--- src/rtl/onehot_scan_decoder.sv ---
// Registered one-hot decoder with direct (binary select) and self-timed scan modes.
// Define ONEHOT_SCAN_ACTIVE_LOW_EN to make y one-cold (all-off = all ones).
module onehot_scan_decoder #(
    parameter int SEL_W    = 3,
    parameter int N_OUT    = 8,
    parameter int SCAN_DIV = 4
) (
    input  logic             clk,
    input  logic             rst_n,
    input  logic             en,
    input  logic             mode,
    input  logic [SEL_W-1:0] sel,
    output logic [N_OUT-1:0] y,
    output logic [SEL_W-1:0] idx,
    output logic             step,
    output logic             err
);

    localparam int              PS_W     = (SCAN_DIV > 1) ? $clog2(SCAN_DIV) : 1;
    localparam logic [PS_W-1:0] PS_LAST  = PS_W'(SCAN_DIV - 1);
    localparam logic [SEL_W-1:0] IDX_LAST = SEL_W'(N_OUT - 1);

`ifdef ONEHOT_SCAN_ACTIVE_LOW_EN
    localparam logic [N_OUT-1:0] Y_INV = {N_OUT{1'b1}};
`else
    localparam logic [N_OUT-1:0] Y_INV = {N_OUT{1'b0}};
`endif

    function automatic logic [N_OUT-1:0] onehot(input logic [SEL_W-1:0] i);
        onehot = {{(N_OUT-1){1'b0}}, 1'b1} << i;
    endfunction

    logic [N_OUT-1:0] r_y;
    logic [SEL_W-1:0] r_idx;
    logic             r_step;
    logic             r_err;
    logic [PS_W-1:0]  r_ps;
    logic             r_mode;

    logic [N_OUT-1:0] w_y_n;
    logic [SEL_W-1:0] w_idx_n;
    logic             w_step_n;
    logic             w_err_n;
    logic [PS_W-1:0]  w_ps_n;
    logic             w_mode_chg;
    logic             w_sel_legal;
    logic [SEL_W-1:0] w_idx_wrap;

    assign w_mode_chg  = (mode != r_mode);
    assign w_sel_legal = ({{(32-SEL_W){1'b0}}, sel} < 32'(N_OUT));
    // Wrap at N_OUT rather than at the natural 2**SEL_W rollover.
    assign w_idx_wrap  = (r_idx == IDX_LAST) ? {SEL_W{1'b0}} : (r_idx + SEL_W'(1));

    // Next-state and next-output decode; y is computed active-high here.
    always_comb begin
        w_y_n    = {N_OUT{1'b0}};
        w_idx_n  = r_idx;
        w_step_n = 1'b0;
        w_err_n  = 1'b0;
        w_ps_n   = r_ps;
        if (!en) begin
            if (w_mode_chg) begin
                w_ps_n = {PS_W{1'b0}};
            end else begin
                w_ps_n = r_ps;
            end
        end else if (!mode) begin
            w_ps_n = {PS_W{1'b0}};
            if (w_sel_legal) begin
                w_y_n   = onehot(sel);
                w_idx_n = sel;
            end else begin
                w_err_n = 1'b1;
            end
        end else if (w_mode_chg) begin
            // Entering scan: restart the prescaler so the first step is a full period away.
            w_ps_n = {PS_W{1'b0}};
            w_y_n  = onehot(r_idx);
        end else if (r_ps == PS_LAST) begin
            w_ps_n   = {PS_W{1'b0}};
            w_step_n = 1'b1;
            w_idx_n  = w_idx_wrap;
            w_y_n    = onehot(w_idx_wrap);
        end else begin
            w_ps_n = r_ps + PS_W'(1);
            w_y_n  = onehot(r_idx);
        end
    end

    // State and output registers.
    always_ff @(posedge clk or negedge rst_n) begin
        if (!rst_n) begin
            r_y    <= Y_INV;
            r_idx  <= {SEL_W{1'b0}};
            r_step <= 1'b0;
            r_err  <= 1'b0;
            r_ps   <= {PS_W{1'b0}};
            r_mode <= 1'b0;
        end else begin
            r_y    <= w_y_n ^ Y_INV;
            r_idx  <= w_idx_n;
            r_step <= w_step_n;
            r_err  <= w_err_n;
            r_ps   <= w_ps_n;
            r_mode <= mode;
        end
    end

    assign y    = r_y;
    assign idx  = r_idx;
    assign step = r_step;
    assign err  = r_err;

endmodule

--- config.mk ---
export PLATFORM = sky130hd
export DESIGN_NAME = onehot_scan_decoder
export DESIGN_NICKNAME = d
export VERILOG_FILES = /design/src/rtl/onehot_scan_decoder.sv
export SDC_FILE = /design/constraint.sdc
export NUM_CORES = 1
export LEC_CHECK = 0
export ABC_AREA = 1
export BUFFER_PORTS_ARGS = -buffer_cell sky130_fd_sc_hd__buf_4
export CAP_MARGIN = 20
export CORE_MARGIN = 2
export CORE_UTILIZATION = 25
export CTS_BUF_LIST = sky130_fd_sc_hd__clkbuf_8
export CTS_CLUSTER_SIZE = 24
export DETAILED_ROUTE_END_ITERATION = 12
export PLACE_DENSITY = 0.39
export SLEW_MARGIN = 20
export SYNTH_ARGS = -nofsm -noshare
export SYNTH_HDL_FRONTEND = slang
export SYNTH_SLANG_ARGS = --single-unit
--- constraint.sdc ---
create_clock -name clk -period 1.8 [get_ports clk]
set_clock_uncertainty 0.05 [all_clocks]
set_input_delay 0.36 -clock clk [delete_from_list [all_inputs] [get_ports clk]]
set_output_delay 0.36 -clock clk [all_outputs]
set_load 0.05 [all_outputs]
; ---- Word-level counts from Yosys, hierarchy flattened
; Index checks and enable logic that the tools add are counted.
[classes]
addsub = 2
n_eq_ne = 5
n_shift = 3
n_mux = 17
reduce_logical = 2
[op_table]
columns = op, n
row1 = 2-to-1 mux 8 bit, 4
row2 = << shifter 1 x 3 -> 8 bit (first input constant), 3
row3 = 2-to-1 mux 3 bit, 4
row4 = 2-to-1 mux 2 bit, 5
row5 = 2-to-1 mux 1 bit, 4
row6 = adder 3 x 1 -> 3 bit (second input constant), 1
row7 = equality test 3 bit (second input constant), 1
row8 = AND reduction 3 bit, 1
row9 = adder 2 x 1 -> 2 bit (second input constant), 1
row10 = equality test 2 bit (second input constant), 1
row11 = inequality test 2 x 1 -> 1 bit (second input constant), 1
row12 = inequality test 2 bit (second input constant), 1
row13 = nonzero test 2 bit, 1
row14 = inequality test 1 bit, 1
[word_totals]
regBits = 15

; ---- Depth between registers and ports, before layout
[depth]
depth_word = 7
mapped_depth = 9

; ---- Least setup slack after synthesis
; OpenSTA, ideal clock, no wires.
[synth_timing]
path_type = register to register
startpoint = register r_idx[0], in the netlist idx[0]
endpoint = register r_y[5], in the netlist y[5]
arrival_ns = 1.652
required_ns = 1.685
slack_ns = 0.033
path_stages_with_launch = 8
cell_sequence = dfrtp_1 ha_1 ha_1 inv_1 nand3_1 o21ai_1 nand2_1 nand2_1
[synth_via]
elab_chain_cells = 7
[synth_rtl]
columns = item, line_no
row1 = "start, declared", 34  ; logic [SEL_W-1:0] r_idx;
row2 = "start signal, assigned", 94  ; r_idx <= {SEL_W{1'b0}};
row3 = "start signal, assigned", 101  ; r_idx <= w_idx_n;
row4 = adder 3 x 1 -> 3 bit / equality test 3 bit (equally long branches), 52  ; assign w_idx_wrap = (r_idx == IDX_LAST) ? {SEL_W{1'b0}} : (r_idx + SEL_W'(1));
row5 = 2-to-1 mux 3 bit, 52
row6 = << shifter 1 x 3 -> 8 bit, 30  ; onehot = {{(N_OUT-1){1'b0}}, 1'b1} << i;
row7 = 2-to-1 mux 8 bit, 79  ; end else if (r_ps == PS_LAST) begin
row8 = 2-to-1 mux 8 bit *, 75  ; end else if (w_mode_chg) begin
row9 = 2-to-1 mux 8 bit *, 67  ; end else if (!mode) begin
row10 = 2-to-1 mux 8 bit *, 61  ; if (!en) begin
row11 = net w_y_n[5], 40  ; logic [N_OUT-1:0] w_y_n;
row12 = "end signal, assigned", 100  ; r_y <= w_y_n ^ Y_INV;
row13 = "end, declared", 33  ; logic [N_OUT-1:0] r_y;
; Mark *: on every way through the listed nets, which the timed path passes. The rest lies on a longest branch.
; A chain may end at the register's enable or synchronous reset.

; ---- Final worst setup path
[layout_timing]
startpoint = register r_idx[0], in the netlist idx[0]
endpoint = register r_y[3], in the netlist y[3]
; Same word-level chain as after synthesis.

==> flow_metrics.py <==
metrics = {
    "clock_tree": {
        "cts_max_level": 1,
        "clk_pin_slew_worst_paths_ns": 0.07,
        "numCtsBuffers": 3,
        "postCtsSetupRepairBufs": 0,
        "clk_path_buf_depth": 2,
        "root_buffer": "clkbuf_8",
        "cts.sinks": 15,
        "clkLatencyLatePin_ns": 0.25,
        "tritoncts": "built",
    },
    "power": {
        "ir_drop_v": 0.000243,
        "p_per_area_nw_per_um2": 964,
        "p_leak_nw": 0.662,
    },
    "hold_path": {
        "hold_path_class": "input pin to register",
        "hold_depth": 3,
        "hold_start": "en",
    },
    "yosys": {
        "yosys.area.top_type": "dfrtp_1",
        "ys_types": 20,
        "yosys_warnings": 0,
        "synth_edf_count": 0,
        "yosys-top-cells-area": "dfrtp_1, nand2_1, ha_1",
        "syn_inst": 132,
        "synth_flop_cell": "dfrtp_1",
        "yosys-top-cells-count": "nand2_1, nor2_1, dfrtp_1",
        "synth_nets": 148,
        "syn_area_um2": 973,
        "syn_avg_cell_area_um2": 7.37,
        "synth.most_common_cell": "nand2_1",
        "ys_seq_elements": 15,
        "netlist.area_leader.share": 0.386,
        "async_flop_share": 1.00,
        "synth_seq_area_share": 0.386,
    },
    "timing": {
        "fin_crit_sh": 0.910,
        "rsz0062_at_grt": "no",
        "maxSlewViolCount": 0,
        "fmax_ghz": 0.611,
        "setup_viol": 0,
        "hold_ws_ns": 0.330,
        "fin_tns_setup_ns": 0,
        "hold_violations": 0,
        "fin_crit_ns": 1.64,
    },
    "critical_path": {
        "slowest_delay_ns": 0.45,
        "critPathBufInv": 1,
        "setup.worst_path.start": "idx[0]",
        "crit_chain": "ha_1, ha_1, nand3_2, inv_1, nand3_1, a21oi_1",
        "path_max_fanout": 7,
        "cp-start-kind": "register",
        "critPathArrivalTime_ns": 1.76,
        "end_kind": "register",
        "crit_type": "register to register",
        "crit_family": "adder cells",
        "cpMostUsedCell": "ha_1",
        "worstPathRequired_ns": 1.93,
        "timing.rr.start": "idx[0]",
        "r2r.worst_path.cells": 6,
        "slowest_stage": "dfrtp_2",
        "cp_num_cells": 6,
    },
    "floorplanning": {
        "rows": 22,
        "initial_core_util": 0.262,
        "die_width_um": 66.4,
        "die-area_um2": 4410,
        "ios": 20,
        "coreArea_um2": 3720,
        "die_h_um": 66.4,
    },
    "global_routing": {
        "grt_max_degree": 16,
        "track_usage": 0.121,
        "grt_pass1_wl_mm": 4.08,
        "grt_antenna_before_repair": 0,
        "grt-ovfl-total": 0,
        "first_global_vias": 915,
    },
    "final_layout": {
        "nFillCells": 418,
        "diodes": 0,
        "final_cells": 201,
        "drive_above_1_share": 0.222,
        "fin_nets": 170,
        "area_delta_synth_final_pct": 24.3,
    },
    "routing": {
        "firstDrtPassIters": 4,
        "vias_per_cell": 4.44,
        "vias": 893,
        "detail-route-antenna-nets": 0,
        "drc": 0,
        "dr.first_iter.drc_count": 68,
        "wl_mm": 2.34,
        "wl_per_cell_um": 11.6,
    },
    "placed_design": {
        "numPortBuffers": 18,
        "dpl.hpwl_mm": 1.91,
        "dp.cells": 196,
        "gp_congestion": 0.852,
    },
    "flow_run": {
        "maxCapViolations": 0,
    },
    "outcome": {
        "status": "finished clean",
    },
}
## worst paths after layout
check                      slack (ns)      end
setup / recovery                 0.16     y[3]
hold / removal                   0.33     step
setup reg to reg                 0.16     y[3]
hold reg to reg                  0.48  r_ps[1]
max in group asynchronous        1.06   idx[0]
min in group asynchronous        0.45     y[5]
## tightest hold or removal path: cells and delay by family
kind / cells / cell delay, ns
and+or+nand+nor: 2 / 0.15
buffers and inverters: 1 / 0.09
## metal layers
layer	GRT usage	vias up	wire length, um
met3	0.0290	5	116
met5	0	-	0
met1	0.144	417	1050
li1	-	452	-
met4	0.0383	0	44
met2	0.211	19	1130
## sequential cells by signal (all words and copies together), names as in the netlist
name    count
idx         3
y           8
step        1
r_ps        2
r_mode      1
## cell families after synthesis
| logic type | share of synthesized area |
|---|---|
| compound gates | 0.0964 |
| fa+ha+maj | 0.116 |
| buf+inv | 0.0823 |
| flops | 0.386 |
| other cells | 0.00385 |
| simple gates | 0.316 |
## power breakdown
part	internal (mW)	switching (mW)
clock network	0.154	0.135
registers	0.369	0.0330
logic	0.153	0.323
## cells in the final DEF (no fill, tap or decap)
cell	Yosys	final
buf_4	1	19
o21ai_1	3	3
clkbuf_8	0	3
conb_1	1	1
nor2_1	22	22
nand2_1	34	34
nand2_4	1	1
o21ai_0	6	6
a21oi_1	5	5
ha_1	9	9
inv_1	9	9
dlygate4sd3_1	0	1
nor2_4	1	1
dfrtp_2	0	1
o21ai_2	1	1
nand3_2	1	1
o21bai_1	1	1
clkinv_2	0	1
dfrtp_1	15	14
o21a_1	1	1
nand3_1	13	13
inv_2	6	6
## final cells by class
class                      instances  area [um2]  share of cell area
clock buffer                       3        41.3              0.0341
clock inverter                     1        5.00             0.00414
inverter                          15        56.3              0.0465
multi-input combinational         99         518               0.428
sequential                        15         377               0.311
tap                               48        60.1              0.0496
timing repair buffer              20         153               0.126
## metrics by stage
stage / worst slack, ns / total power, mW / utilization / cell area, um2
after floorplan: 0.0334 / 0.752 / - / 973
after global placement: 0.165 / 0.892 / 0.310 / 1150
after detailed placement: 0.152 / 0.886 / 0.310 / 1150
after CTS: 0.133 / 1.18 / 0.325 / 1210
after global routing: 0.0194 / 1.25 / 0.326 / 1210
final: 0.163 / 1.17 / 0.326 / 1210
## what timing repair did
item,CTS,global route
endpoints found under the hold margin,15,0
endpoints found under the setup margin,0,3
hold buffers,1,0
gates resized for setup,0,1
No activity file was read; power rests on OpenSTA's default activity.
